File: src/rtl/if_id_hazard_ctrl_if.sv
// Control/status bundle between the IF/ID hazard controller and the pipeline datapath.
// The master side owns the hazard inputs and the slave side owns the sequencing outputs.
interface if_id_hazard_ctrl_if #(
  parameter int unsigned CNT_W = 16
);
  logic [31:0]      ifid_instr;
  logic             idex_memread;
  logic [4:0]       idex_rt;
  logic             redirect;
  logic             imem_ready;
  logic             pc_write;
  logic             ifid_write;
  logic             ifid_flush;
  logic             idex_bubble;
  logic             busy;
  logic [CNT_W-1:0] stall_cnt;
  logic [CNT_W-1:0] flush_cnt;

  modport master (
    output ifid_instr, idex_memread, idex_rt, redirect, imem_ready,
    input  pc_write, ifid_write, ifid_flush, idex_bubble, busy, stall_cnt, flush_cnt
  );

  modport slave (
    input  ifid_instr, idex_memread, idex_rt, redirect, imem_ready,
    output pc_write, ifid_write, ifid_flush, idex_bubble, busy, stall_cnt, flush_cnt
  );
endinterface

File: src/rtl/if_id_hazard_ctrl.sv
// PC / IF/ID sequencing for the 5-stage MIPS pipe: load-use stall, redirect flush, imem wait.
// Control outputs decode state and inputs with zero latency; stall/flush counters saturate.
module if_id_hazard_ctrl #(
  parameter int unsigned BRANCH_PENALTY = 1,
  parameter int unsigned CNT_W          = 16
) (
  input logic               clk,
  input logic               reset_n,
  if_id_hazard_ctrl_if.slave bus
);
  localparam int unsigned PEN_W = 3;
  localparam logic [PEN_W-1:0] PEN_INIT = PEN_W'(BRANCH_PENALTY - 1);

  typedef enum logic [1:0] {RUN, LU_STALL, FLUSH, IMEM_WAIT} state_t;

  state_t           state_q, state_d;
  logic [PEN_W-1:0] pen_q, pen_d;
  logic [CNT_W-1:0] stall_cnt_q, flush_cnt_q;

  logic [5:0] opcode;
  logic [4:0] rs, rt;
  logic       uses_rt, lu;
  logic       pc_write_c, ifid_write_c, ifid_flush_c, idex_bubble_c;
  logic       unused_instr_bits;

  assign opcode  = bus.ifid_instr[31:26];
  assign rs      = bus.ifid_instr[25:21];
  assign rt      = bus.ifid_instr[20:16];
  assign uses_rt = opcode inside {6'd0, 6'd4, 6'd5, 6'd43};
  assign unused_instr_bits = ^bus.ifid_instr[15:0];

  // Load-use: the load's destination feeds a source of the instruction in ID
  assign lu = bus.idex_memread && (bus.idex_rt != 5'd0) &&
              ((bus.idex_rt == rs) || (uses_rt && (bus.idex_rt == rt)));

  always_ff @(posedge clk) begin
    if (!reset_n) begin
      state_q <= RUN;
      pen_q   <= '0;
    end else begin
      state_q <= state_d;
      pen_q   <= pen_d;
    end
  end

  // Next state and control decode; redirect overrides every state
  always_comb begin
    state_d       = state_q;
    pen_d         = pen_q;
    pc_write_c    = 1'b1;
    ifid_write_c  = 1'b1;
    ifid_flush_c  = 1'b0;
    idex_bubble_c = 1'b0;
    if (!reset_n) begin
      pc_write_c    = 1'b0;
      ifid_write_c  = 1'b0;
      ifid_flush_c  = 1'b1;
      idex_bubble_c = 1'b1;
      state_d       = RUN;
      pen_d         = '0;
    end else if (bus.redirect) begin
      ifid_flush_c  = 1'b1;
      idex_bubble_c = 1'b1;
      if (BRANCH_PENALTY > 1) begin
        state_d = FLUSH;
        pen_d   = PEN_INIT;
      end else begin
        state_d = RUN;
        pen_d   = '0;
      end
    end else begin
      case (state_q)
        RUN: begin
          if (lu) begin
            pc_write_c    = 1'b0;
            ifid_write_c  = 1'b0;
            idex_bubble_c = 1'b1;
            state_d       = LU_STALL;
          end else if (!bus.imem_ready) begin
            pc_write_c    = 1'b0;
            ifid_flush_c  = 1'b1;
            state_d       = IMEM_WAIT;
          end
        end
        LU_STALL: begin
          pc_write_c    = 1'b0;
          ifid_write_c  = 1'b0;
          idex_bubble_c = 1'b1;
          state_d       = RUN;
        end
        FLUSH: begin
          pc_write_c    = bus.imem_ready;
          ifid_flush_c  = 1'b1;
          idex_bubble_c = 1'b1;
          // Penalty only counts down on cycles that actually fetched
          if (bus.imem_ready) begin
            if (pen_q <= PEN_W'(1)) begin
              state_d = RUN;
              pen_d   = '0;
            end else begin
              pen_d   = pen_q - PEN_W'(1);
            end
          end
        end
        IMEM_WAIT: begin
          if (bus.imem_ready) begin
            state_d = RUN;
          end else begin
            pc_write_c   = 1'b0;
            ifid_flush_c = 1'b1;
          end
        end
        default: state_d = RUN;
      endcase
    end
  end

  // Saturating performance counters
  always_ff @(posedge clk) begin
    if (!reset_n) begin
      stall_cnt_q <= '0;
      flush_cnt_q <= '0;
    end else begin
      if (!pc_write_c && !(&stall_cnt_q)) stall_cnt_q <= stall_cnt_q + CNT_W'(1);
      if (ifid_flush_c && !(&flush_cnt_q)) flush_cnt_q <= flush_cnt_q + CNT_W'(1);
    end
  end

  assign bus.pc_write    = pc_write_c;
  assign bus.ifid_write  = ifid_write_c;
  assign bus.ifid_flush  = ifid_flush_c;
  assign bus.idex_bubble = idex_bubble_c;
  assign bus.busy        = reset_n && (state_q != RUN);
  assign bus.stall_cnt   = stall_cnt_q;
  assign bus.flush_cnt   = flush_cnt_q;
endmodule

File: src/flat_wrapper.sv
// flat-port wrapper written by rule: the top's interface ports become plain ports
module if_id_hazard_ctrl_flat 
#(
  parameter int unsigned BRANCH_PENALTY = 1,
  parameter int unsigned CNT_W          = 16
)
  (clk, reset_n, bus_ifid_instr, bus_idex_memread, bus_idex_rt, bus_redirect, bus_imem_ready, bus_pc_write, bus_ifid_write, bus_ifid_flush, bus_idex_bubble, bus_busy, bus_stall_cnt, bus_flush_cnt);
  if_id_hazard_ctrl_if #(.CNT_W(CNT_W)) bus_i ();
  input logic clk;
  input logic reset_n;
  input wire logic [$bits(bus_i.ifid_instr)-1:0] bus_ifid_instr;
  input wire logic [$bits(bus_i.idex_memread)-1:0] bus_idex_memread;
  input wire logic [$bits(bus_i.idex_rt)-1:0] bus_idex_rt;
  input wire logic [$bits(bus_i.redirect)-1:0] bus_redirect;
  input wire logic [$bits(bus_i.imem_ready)-1:0] bus_imem_ready;
  output wire logic [$bits(bus_i.pc_write)-1:0] bus_pc_write;
  output wire logic [$bits(bus_i.ifid_write)-1:0] bus_ifid_write;
  output wire logic [$bits(bus_i.ifid_flush)-1:0] bus_ifid_flush;
  output wire logic [$bits(bus_i.idex_bubble)-1:0] bus_idex_bubble;
  output wire logic [$bits(bus_i.busy)-1:0] bus_busy;
  output wire logic [$bits(bus_i.stall_cnt)-1:0] bus_stall_cnt;
  output wire logic [$bits(bus_i.flush_cnt)-1:0] bus_flush_cnt;
  assign bus_i.ifid_instr = bus_ifid_instr;
  assign bus_i.idex_memread = bus_idex_memread;
  assign bus_i.idex_rt = bus_idex_rt;
  assign bus_i.redirect = bus_redirect;
  assign bus_i.imem_ready = bus_imem_ready;
  assign bus_pc_write = bus_i.pc_write;
  assign bus_ifid_write = bus_i.ifid_write;
  assign bus_ifid_flush = bus_i.ifid_flush;
  assign bus_idex_bubble = bus_i.idex_bubble;
  assign bus_busy = bus_i.busy;
  assign bus_stall_cnt = bus_i.stall_cnt;
  assign bus_flush_cnt = bus_i.flush_cnt;
  if_id_hazard_ctrl #(.BRANCH_PENALTY(BRANCH_PENALTY), .CNT_W(CNT_W)) u_core (.clk(clk), .reset_n(reset_n), .bus(bus_i));
endmodule
File: config.mk
export PLATFORM = sky130hd
export DESIGN_NAME = if_id_hazard_ctrl_flat
export DESIGN_NICKNAME = d
export VERILOG_FILES = /design/src/rtl/if_id_hazard_ctrl_if.sv /design/src/rtl/if_id_hazard_ctrl.sv /design/src/flat_wrapper.sv
export SDC_FILE = /design/constraint.sdc
export NUM_CORES = 1
export LEC_CHECK = 0
export BUFFER_PORTS_ARGS = -buffer_cell sky130_fd_sc_hd__buf_2
export CORE_ASPECT_RATIO = 0.9
export CORE_MARGIN = 2
export CORE_UTILIZATION = 42
export DETAILED_ROUTE_END_ITERATION = 6
export PLACE_DENSITY = 0.69
export SYNTH_ARGS = -nofsm -noshare
export SYNTH_HDL_FRONTEND = slang
export SYNTH_SLANG_ARGS = --single-unit
export TNS_END_PERCENT = 50
File: constraint.sdc
create_clock -name clk -period 2.8 [get_ports clk]
set_input_delay 0.28 -clock clk [delete_from_list [all_inputs] [get_ports clk]]
set_output_delay 0.28 -clock clk [all_outputs]
set_load 0.005 [all_outputs]
; After elaboration in Yosys (flattened, before gate mapping)
; Index checks and enable logic that the tools add are counted.
[op_classes]
bitwise_logic = 1
mux = 25
n_reduce_logical = 21
magnitude_cmp = 1
add_sub_neg = 3
eq_ne = 12
[ops]
columns = operator, n
row1 = adder 16 x 1 -> 16 bit (second input constant), 2
row2 = AND reduction 16 bit, 2
row3 = 2-to-1 mux 1 bit, 14
row4 = == test 6 x 3 -> 1 bit (second input constant), 2
row5 = == test 5 bit, 2
row6 = 2-to-1 mux 2 bit, 5
row7 = one-hot mux 2 bit (4 select lines), 1
row8 = == test 6 bit (second input constant), 1
row9 = logical AND 1 bit, 6
row10 = logical NOT 6 bit, 1
row11 = nonzero test 5 bit, 1
row12 = == test 2 bit (second input constant), 2
row13 = inequality test 2 bit (second input constant), 2
row14 = one-hot mux 1 bit (2 select lines), 2
row15 = one-hot mux 1 bit (4 select lines), 1
row16 = AND reduction 4 bit, 1
row17 = nonzero test 4 bit, 1
row18 = OR reduction 2 bit, 2
row19 = less-or-equal comparator 3 x 1 -> 1 bit (second input constant), 1
row20 = logical NOT 1 bit, 3
row21 = 2-to-1 mux 3 bit, 1
row22 = inequality test 3 x 2 -> 1 bit (second input constant), 1
row23 = one-hot mux 1 bit (3 select lines), 1
row24 = subtractor 3 x 1 -> 3 bit (second input constant), 1
row25 = 7 further kinds, 7
[totals]
register_bits = 37
out_inout_bits = 37

; Depth between registers and ports, before layout
; Gate-level depths: netlist of run 1.
[logic_depth]
depth_word = 11
mapped_depth = 10
mapped_depth_nobuf = 8

; Worst setup path before layout of run 1
; OpenSTA, ideal clock, no wires.
[synth_timing]
path_type = register to register
from = register u_core.state_q[0]
to = register u_core.stall_cnt_q[1], in the netlist u_core.bus.stall_cnt[1]
t_required_ns = 2.730
setup_ns = 0.070
synth_period_minus_slack_ns = 2.414
setup_slack_ns = 0.386
path_stages_with_launch = 11
arrival_ns = 2.343
cell_sequence = dfxtp_1 > inv_1 > ha_1 > clkbuf_1 > o31ai_1 > nor2_1 > a22oi_1 > nand2_1 > clkbuf_1 > or3b_1 > a21oi_1
[synth_between]
elab_chain_cells = 6
[synth_lines]
columns = item, line_no
row1 = start: declaration, if_id_hazard_ctrl.sv:16  ; state_t state_q, state_d;
row2 = start signal: assignment, if_id_hazard_ctrl.sv:41  ; state_q <= state_d;
row3 = "== test 2 bit, or another cell as far along", if_id_hazard_ctrl.sv:72  ; case (state_q)
row4 = one-hot mux 1 bit (4 select lines) (*), if_id_hazard_ctrl.sv:72
row5 = 2-to-1 mux 1 bit (*), if_id_hazard_ctrl.sv:61  ; end else if (bus.redirect) begin
row6 = 2-to-1 mux 1 bit (*), if_id_hazard_ctrl.sv:54  ; if (!reset_n) begin
row7 = logical NOT 1 bit (*), if_id_hazard_ctrl.sv:124  ; if (!pc_write_c && !(&stall_cnt_q)) stall_cnt_q <= stall_cnt_q + CNT_W'(1);
row8 = logical AND 1 bit (*), if_id_hazard_ctrl.sv:124
row9 = end signal: assignment, if_id_hazard_ctrl.sv:124
row10 = end: declaration, if_id_hazard_ctrl.sv:18  ; logic [CNT_W-1:0] stall_cnt_q, flush_cnt_q;
; Mark *: on every way between the ends. The rest lies on a longest branch, timed or not.
; A chain may end at the register's enable or synchronous reset.

; Worst setup path after layout of run 1
[layout_timing]
from = register u_core.state_q[0]
to = register u_core.stall_cnt_q[11], in the netlist u_core.bus.stall_cnt[11]
; Same word-level chain as after synthesis.

==> results of run 1 <==
[area by class of cell]
class	count	share of cell area, %
Tap cell	67	3.065
Inverter	12	1.647
Clock inverter	2	0.5032
Sequential cell	37	27.08
Clock buffer	6	3.019
Timing Repair Buffer	68	12.99
Multi-Input combinational cell	227	51.69
[registers in the layout, summed over array words and instances, names as in the netlist]
signal	count
u_core.pen_q	3
u_core.bus.flush_cnt	16
u_core.state_q	2
u_core.bus.stall_cnt	16
[through the flow]
step	setup WS [ns]	cell area [um2]	cells	utilization [%]
finish	0.2100	2735	419	52.36
global placement	0.2368	2639	411	50.52
CTS	0.2058	2735	419	52.36
global route	0.03197	2735	419	52.36
floorplan	0.3861	2265	288	-
detailed placement	0.1921	2639	411	50.52
[worst min path at each step]
stage | startpoint | end | depth (start not counted)
after floorplan | u_core.pen_q[1]$_SDFFE_PP0P_ | u_core.pen_q[1]$_SDFFE_PP0P_ | 2
after global placement | u_core.bus.stall_cnt[8]$_SDFFE_PN0P_ | u_core.bus.stall_cnt[8]$_SDFFE_PN0P_ | 2
after detailed placement | u_core.bus.stall_cnt[8]$_SDFFE_PN0P_ | u_core.bus.stall_cnt[8]$_SDFFE_PN0P_ | 2
after CTS | bus_redirect | u_core.bus.stall_cnt[12]$_SDFFE_PN0P_ | 3
after global routing | bus_redirect | u_core.bus.stall_cnt[12]$_SDFFE_PN0P_ | 3
final | bus_redirect | u_core.bus.stall_cnt[12]$_SDFFE_PN0P_ | 3
[power by group through the flow]
stage / Clock [mW] / Sequential, mW / Combinational (mW)
CTS: 0.412 / 0.551 / 0.164
floorplan: 0 / 0.561 / 0.104
global placement: 0 / 0.562 / 0.160
detailed placement: 0 / 0.563 / 0.163
global route: 0.434 / 0.552 / 0.183
finish: 0.397 / 0.551 / 0.164
[worst register-to-register path, cell delays in order (launching register included)]
cell and delay, ns:
dfxtp_1 0.38, inv_1 0.09, ha_1 0.30, o31ai_1 0.41, nor2_1 0.07, a22oi_1 0.24
nand2_1 0.32, or4_1 0.55, a21oi_1 0.16
[cell families (layout without fill, tap and decap cells)]
group | count (synthesis) | after routing
and+or+nand+nor | 121 | 121
AOI/OAI and AO/OA | 78 | 78
DFF | 37 | 37
buffers and inverters | 24 | 88
xor gates and xnor gates | 12 | 12
adders and majority gates | 9 | 9
muxes | 7 | 7
[cell usage in the layout, fill, tap and decap left out, types with 5 or more instances in the layout]
cell	netlist	routed
dfxtp_1	37	37
a21oi_1	31	31
ha_1	9	9
nand4_1	7	7
buf_2	1	62
nor2_1	20	20
nand3_1	16	16
nand2b_1	5	5
or4_1	12	12
buf_4	1	6
mux2i_1	7	7
nor3_1	8	8
clkbuf_8	0	6
inv_1	11	11
or3_1	12	12
o21ai_0	13	13
xor2_1	8	8
and3_1	9	9
nand2_1	22	22
o31ai_1	10	10
[layer usage]
layer  global-route usage [%]  up-vias
li1                         -     1197
met1                    24.41     1069
met2                    28.87       49
met3                    3.317        5
met4                    6.026        0
met5                        0        -
==> out/qor.yml, run 1 <==
grt-ovfl-total: 0
drt_iter0_markers: 103
synth_xor_area_share_pct: 4.641
antenna_found_initial: 0
ir_worst_vdd_uv: 205.4
port_buffers: 62
route.detailed.drc: 0
io_pins: 79
synth_area_per_cell_um2: 7.863
die_h_um: 73.66
clock-sinks: 37
power.switching_mw: 0.3044
core_um2: 5224
drt_first_pass_iters: 5
synthSimpleGateAreaFrac_pct: 28.34
fin_skew_ns: 0.006279
cp_slowest_stage_delay_ns: 0.55
cts_buffers: 5
critPathLaunch: "u_core.state_q[0]$_SDFFE_PP0P_"
r2r_start: "u_core.state_q[0]$_SDFFE_PP0P_"
startpoint_type: "register"
track_usage_pct: 18.03
path_depth: 8
intPower_mw: 0.8077
clkPwrFrac_pct: 35.7
arrival_ns: 2.81
yosysTopAreaCell: "dfxtp_1"
clkSlewWorstSetupHoldPaths_ns: 0.07
r2r_cells: 8
synthDistinctLibCells: 47
cts_tree: "done"
rows: 25
crit_end: "u_core.bus.stall_cnt[11]$_SDFFE_PN0P_"
synth_nets: 339
yosys-top-cells-count: "dfxtp_1, a21oi_1, nand2_1"
synth_top_area_share_pct: 32.71
drive_gt1_share_pct: 22.73
seq_area_um2: 740.7
grt_pass1_wl_um: 8528
drt_wl_total_um: 5401
initial_utilization_pct: 43.35
wl_met1_um: 2661
place.gp.congestion: 0.8409
min_period_over_period_pct: 92.50
finalSetupTns_ns: 0
die_area_um2: 5996
crit_chain: "inv_1 -> ha_1 -> o31ai_1 -> nor2_1 -> a22oi_1 -> nand2_1 -> or4_1 -> a21oi_1"
cts_hold_buffers: 0
ys_seq_elements: 37
wl_per_cell_um: 12.89
hold_viol_final: 0
cts_resized: 0
hpwl_um: 4006
vias: 2320
insertedDiodeCount: 0
sequentialPowerShare_pct: 49.5
detail-route-antenna-nets: 0
yosys_warnings: 0
topRoutingLayerUsed: "met4"
multi_input_comb_area_um2: 1414
setup_viol: 0
die_w_um: 81.40
synth.yosys.seq_area_share_pct: 32.71
drv_slew: 0
first_global_vias: 1961
synthAdderAreaFrac_pct: 4.972
finalPower_mw: 1.112
crit_required_ns: 3.02
p_leak_nw: 1.096
grt_max_degree: 25
critPathKind: "reg -> reg"
synth-main-ff-cell: "dfxtp_1"
cp_slowest_cell: "or4_1"
viasPerCell: 5.537
critPathTopFamily: "simple AND/OR/NAND/NOR gates"
met2_length_um: 2481
regToRegSetupSlack_ns: 0.21
met3WireLength_um: 218
fill_cells: 505
clkLatencyLatePin_ns: 0.29
syn_inst: 288
synthArstFlopShare_pct: 0
clock_path_buffers: 2
rsz0062_at_grt: "false"
finalHoldWorstSlack_ns: 0.3802
synth_compound_area_share_pct: 21.38
area_delta_synth_final_pct: 20.77
switching_share_pct: 27.37
outcome: "finished, final reports clean"
period_minus_slack_ns: 2.590
synth_edf_count: 0
yosys-top-cells-area: "dfxtp_1, a21oi_1, ha_1"
r2r-end: "u_core.bus.stall_cnt[11]$_SDFFE_PN0P_"
combPwrFrac_pct: 14.7
worstMarginPinSlew_ns: 0.5668
maxCapViolCount: 0
synth_top_family_by_area: "simple AND/OR/NAND/NOR gates"
power_density_nw_per_um2: 406.6
worstSetupEndpointType: "register"
hold_class: "in -> reg"
cts_setup_buffers: 0
crit_buf_inv: 1
cts_root_buffer: "clkbuf_8"
htreeDepth: 2
yosys.cell_count.top_type: "dfxtp_1"
relSlewSlack_pct: 62.21
path_max_fanout: 14
syn_area_um2: 2265
max_clock_freq_ghz: 0.3861
final_nets: 402
synthMuxAreaShare_pct: 3.094
No activity file was read; power rests on OpenSTA's default activity.
==> inputs of run 2 (changes only) <==
- SETUP_SLACK_MARGIN: default -> 0.5
- clock period: 2.8 -> 2.86 ns (I/O delays scaled with it)
==> run 2 against run 1 <==
- global-route usage is 0.22 points higher
- combinational power is 6% higher
- count of clock-buffer cells in the layout is 1 lower
- critical path depth is 1 lower
- clock power is 19% higher
- first-iteration DRC count is 49% higher
- worst hold slack worse by 0.0064 ns
- clock skew is 0.0019 ns higher
- final area is 3.5% higher
- largest cell class unchanged
- largest power group unchanged
==> out/qor.yml, run 2 (same netlist as run 1, synthesis figures left out) <==
outcome: "finished, final reports clean"
cp_slowest_cell: "or4_1"
path_depth: 7
met2_length_um: 2533
topRoutingLayerUsed: "met4"
p_leak_nw: 1.120
period_minus_slack_ns: 2.280
hold_class: "in -> reg"
clock-sinks: 37
die_h_um: 73.66
grt-ovfl-total: 0
fin_skew_ns: 0.008147
viasPerCell: 5.552
critPathLaunch: "bus_ifid_instr[27]"
cts_root_buffer: "clkbuf_8"
first_global_vias: 1949
track_usage_pct: 18.25
crit_chain: "buf_2 -> or4_1 -> a2111o_1 -> a21boi_2 -> mux2i_1 -> o21a_1 -> buf_2"
r2r_cells: 9
ir_worst_vdd_uv: 226.8
clkLatencyLatePin_ns: 0.30
mostFrequentLayoutCell: "buf_2"
cp_slowest_stage_delay_ns: 0.52
arrival_ns: 1.99
drt_first_pass_iters: 6
critPathKind: "in -> out"
maxCapViolCount: 0
antenna_found_initial: 0
clock_path_buffers: 2
drt_wl_total_um: 5303
met3WireLength_um: 213
drive_gt1_share_pct: 26.48
worstMarginPinSlew_ns: 0.4325
die_area_um2: 5996
drv_slew: 0
place.gp.congestion: 0.8549
core_um2: 5224
worstHoldStart: "reset_n"
clkSlewWorstSetupHoldPaths_ns: 0.08
vias: 2343
wl_per_cell_um: 12.57
grt_pass1_wl_um: 8611
hold_depth: 3
detail-route-antenna-nets: 0
setup_viol: 0
crit_required_ns: 2.57
grt_max_degree: 25
hold_viol_final: 0
rsz0062_at_grt: "true"
mostFrequentLayoutCells: "buf_2, dfxtp_1, a21oi_1"
max_clock_freq_ghz: 0.4386
rows: 25
area_delta_synth_final_pct: 24.97
die_w_um: 81.40
path_max_fanout: 5
r2r_start: "u_core.state_q[0]$_SDFFE_PP0P_"
cts_hold_buffers: 0
min_period_over_period_pct: 79.73
finalSetupTns_ns: 0
critPathTopFamily: "compound AO/OA/AOI/OAI gates"
relSlewSlack_pct: 70.95
dp_worst_setup_slack_ns: 0.2621
hpwl_um: 3863
crit_top_cell: "buf_2"
crit_buf_inv: 2
utilization_pct: 54.18
power_density_nw_per_um2: 418.7
drt_iter0_markers: 153
io_pins: 79
htreeDepth: 2
port_buffers: 62
startpoint_type: "primary input"
final_nets: 405
wl_met1_um: 2507
initial_utilization_pct: 43.35
cts_tree: "done"
route.detailed.drc: 0
worstSetupEndpointType: "output port"
insertedDiodeCount: 0
setup_ws_ns: 0.5798
cts_buffers: 5
==> run 2: path summary, 6_finish.rpt <==
kind | endpoint | slack (ns)
max | bus_ifid_write | 0.58
min | u_core.bus.flush_cnt[14]$_SDFFE_PN0P_ | 0.37
max reg2reg | u_core.bus.stall_cnt[10]$_SDFFE_PN0P_ | 0.61
min reg2reg | u_core.bus.stall_cnt[8]$_SDFFE_PN0P_ | 0.49
==> run 2: layout make-up <==
type	instances	area [um2]
inverters	12	45.04
multi-input cells	227	1466
fillers	506	2394
well taps	67	83.83
repair buffers	71	381.6
clock buffers	5	68.82
clock inverters	3	43.79
flip-flops and latches	37	740.7
==> run 2: where the power goes <==
group	internal (mW)	total [mW]	switching, mW	leakage [nW]
combinational	0.0782	0.174	0.0962	0.762
sequential	0.526	0.539	0.0136	0.299
clock	0.261	0.471	0.210	0.0585
total	0.865	1.18	0.319	1.12
==> run 2: worst min-delay path: stages <==
cell and delay (ns):
buf_2 0.21, o41ai_1 0.10, a21oi_1 0.04
==> run 2: what timing repair did <==
item | CTS | global route
gates resized for setup | 4 | 10
setup buffers | 0 | 3
setup endpoints to repair | 9 | 34
hold endpoints to repair | 0 | 0
pin swaps | 0 | 4
==> run 2: per-stage QoR <==
stage | instance area, um2 | hold WS, ns | power (mW) | std cells
after floorplan | 2270 | 0.4570 | 0.6529 | 288
after CTS | 2768 | 0.3671 | 1.190 | 419
after global routing | 2830 | 0.3897 | 1.240 | 422
after global placement | 2644 | 0.4672 | 0.7094 | 411
final | 2830 | 0.3737 | 1.185 | 422
after detailed placement | 2644 | 0.4790 | 0.7138 | 411
==> run 2: per-layer routing <==
metal	track usage, %	vias up
li1	-	1199
met1	23.86	1096
met2	30.05	42
met3	3.563	6
met4	6.215	0
met5	0	-
==> inputs of run 3 (changes only) <==
- PLACE_DENSITY: 0.69 -> 0.72
- clock period: 2.86 -> 2.05 ns (I/O delays scaled with it)
==> run 3 against run 2 <==
- critical path depth increased by 3
- non-clock buffer count increased by 55
- count of clock-buffer cells in the layout increased by 1
- power increased by 56%
- critical path type is now reg -> reg
- clock skew increased by 0.00087 ns
- largest power group unchanged
- register-to-register slack got worse by 0.73 ns
- combinational power increased by 130%
- clock power increased by 48%
- largest cell class unchanged
- setup slack got worse by 0.70 ns
- the run now ends with negative setup slack left
- cell count increased by 13%
- global-route usage increased by 6.1 points
- die area unchanged
==> out/qor.yml, run 3 (same netlist as run 1, synthesis figures left out) <==
outcome: "finished with violations"
violations: "negative setup slack"
fin_area_um2: 3586
hold_class: "in -> reg"
drt_wl_total_um: 7337
power_density_nw_per_um2: 516.4
wl_per_cell_um: 15.38
route.detailed.drc: 0
clkLatencyLatePin_ns: 0.31
crit_required_ns: 2.30
setup_viol: 20
startpoint_type: "register"
first_global_vias: 2491
drive_gt1_share_pct: 45.85
ir_worst_vdd_uv: 382.8
crit_chain: "buf_12 -> ha_4 -> o211ai_1 -> buf_4 -> a211oi_2 -> a22oi_2 -> buf_12 -> buf_8 -> or4_1 -> a21oi_2"
viasPerCell: 5.610
stdcell_count: 477
finalPower_mw: 1.852
r2r_cells: 10
max_clock_freq_ghz: 0.4615
mostFrequentLayoutCells: "buf_2, buf_4, dfxtp_1"
regToRegSetupSlack_ns: -0.12
insertedDiodeCount: 0
arrival_ns: 2.42
critPathKind: "reg -> reg"
grt_pass1_wl_um: 11260
place.gp.congestion: 0.7834
clkSlewWorstSetupHoldPaths_ns: 0.09
maxCapViolCount: 0
die_h_um: 73.66
htreeDepth: 2
path_max_fanout: 6
rsz0062_at_grt: "true"
min_period_over_period_pct: 105.7
cp_slowest_cell: "or4_1"
cp_slowest_stage_delay_ns: 0.41
dp_worst_setup_slack_ns: -0.2562
crit_top_cell: "buf_12"
switching_share_pct: 27.27
antenna_found_initial: 0
cts_buffers: 5
worstMarginPinSlew_ns: 0.4025
p_leak_nw: 1.436
fin_skew_ns: 0.009018
drt_first_pass_iters: 4
core_um2: 5224
hold_depth: 3
period_minus_slack_ns: 2.167
mostFrequentLayoutCell: "buf_2"
relSlewSlack_pct: 73.07
combPwrFrac_pct: 22.1
post_dp_cell_area_um2: 2953
cts_tree: "done"
utilization_pct: 68.65
cts_root_buffer: "clkbuf_8"
area_delta_synth_final_pct: 58.34
drv_slew: 0
initial_utilization_pct: 43.35
clkPwrFrac_pct: 37.6
track_usage_pct: 24.32
worstSetupEndpointType: "register"
die_w_um: 81.40
final_nets: 460
dp_cells: 444
fill_cells: 396
drt_iter0_markers: 172
setup_ws_ns: -0.1171
grt-ovfl-total: 0
intPower_mw: 1.347
cts_hold_buffers: 0
hpwl_um: 4502
hold_viol_final: 0
grt_max_degree: 27
detail-route-antenna-nets: 0
io_pins: 79
port_buffers: 62
vias: 2676
clock-sinks: 37
power.switching_mw: 0.5050
sequentialPowerShare_pct: 40.4
die_area_um2: 5996
clock_path_buffers: 2
rows: 25
run 3: stage by stage:
stage                     hold WS [ns]  TNS (ns)
after CTS                       0.2336   -0.2952
after detailed placement        0.4873    -4.999
after floorplan                 0.4014   -0.4801
final                           0.2451    -1.253
after global routing            0.2556    -3.325
after global placement          0.4677    -4.073
run 3: critical path, delay by kind of cell, from the launching register on:
kind | cells | cell delay [ns]
AOI/OAI and AO/OA | 4 | 0.61
buffers and inverters | 4 | 0.57
and+or+nand+nor | 1 | 0.41
DFF | 1 | 0.39
adders and majority gates | 1 | 0.15
run 3: timing repair:
action / 4_1_cts / 5_1_grt
hold endpoints to repair: 0 / 0
setup buffers: 17 / 6
endpoints found under the setup margin: 39 / 39
gates cloned: 2 / 0
gates resized for setup: 56 / 18
pin swaps: 43 / 18
run 3: final cells by class:
class,count,area [um2],share of cell area (%)
clock inverter,2,37.54,1.047
clock buffer,6,82.58,2.303
tap,67,83.83,2.338
multi-input combinational,227,1688,47.07
inverter,12,50.05,1.396
timing repair buffer,126,890.9,24.84
sequential,37,753.2,21.00
run 3: per-layer routing:
metal	global-route usage, %	vias up	routed length (um)
li1	-	1315	-
met1	28.08	1244	2988
met2	42.44	89	3741
met3	4.545	28	341
met4	12.81	0	266
met5	0	-	0
run 3: worst paths after layout:
check                                                     startpoint                               endpoint
worst min-delay path                                         reset_n  u_core.bus.flush_cnt[14]$_SDFFE_PN0P_
worst min register to register  u_core.bus.stall_cnt[7]$_SDFFE_PN0P_   u_core.bus.stall_cnt[7]$_SDFFE_PN0P_
worst max register to register        u_core.state_q[1]$_SDFFE_PP0P_   u_core.bus.flush_cnt[6]$_SDFFE_PN0P_
worst max-delay path                  u_core.state_q[1]$_SDFFE_PP0P_   u_core.bus.flush_cnt[6]$_SDFFE_PN0P_
run 3: power by group through the flow:
stage | clock, mW | combinational, mW | sequential, mW
after floorplan | 0 | 0.165 | 0.768
after global placement | 0 | 0.291 | 0.762
after detailed placement | 0 | 0.296 | 0.764
after CTS | 0.698 | 0.385 | 0.747
after global routing | 0.727 | 0.441 | 0.750
final | 0.696 | 0.408 | 0.748
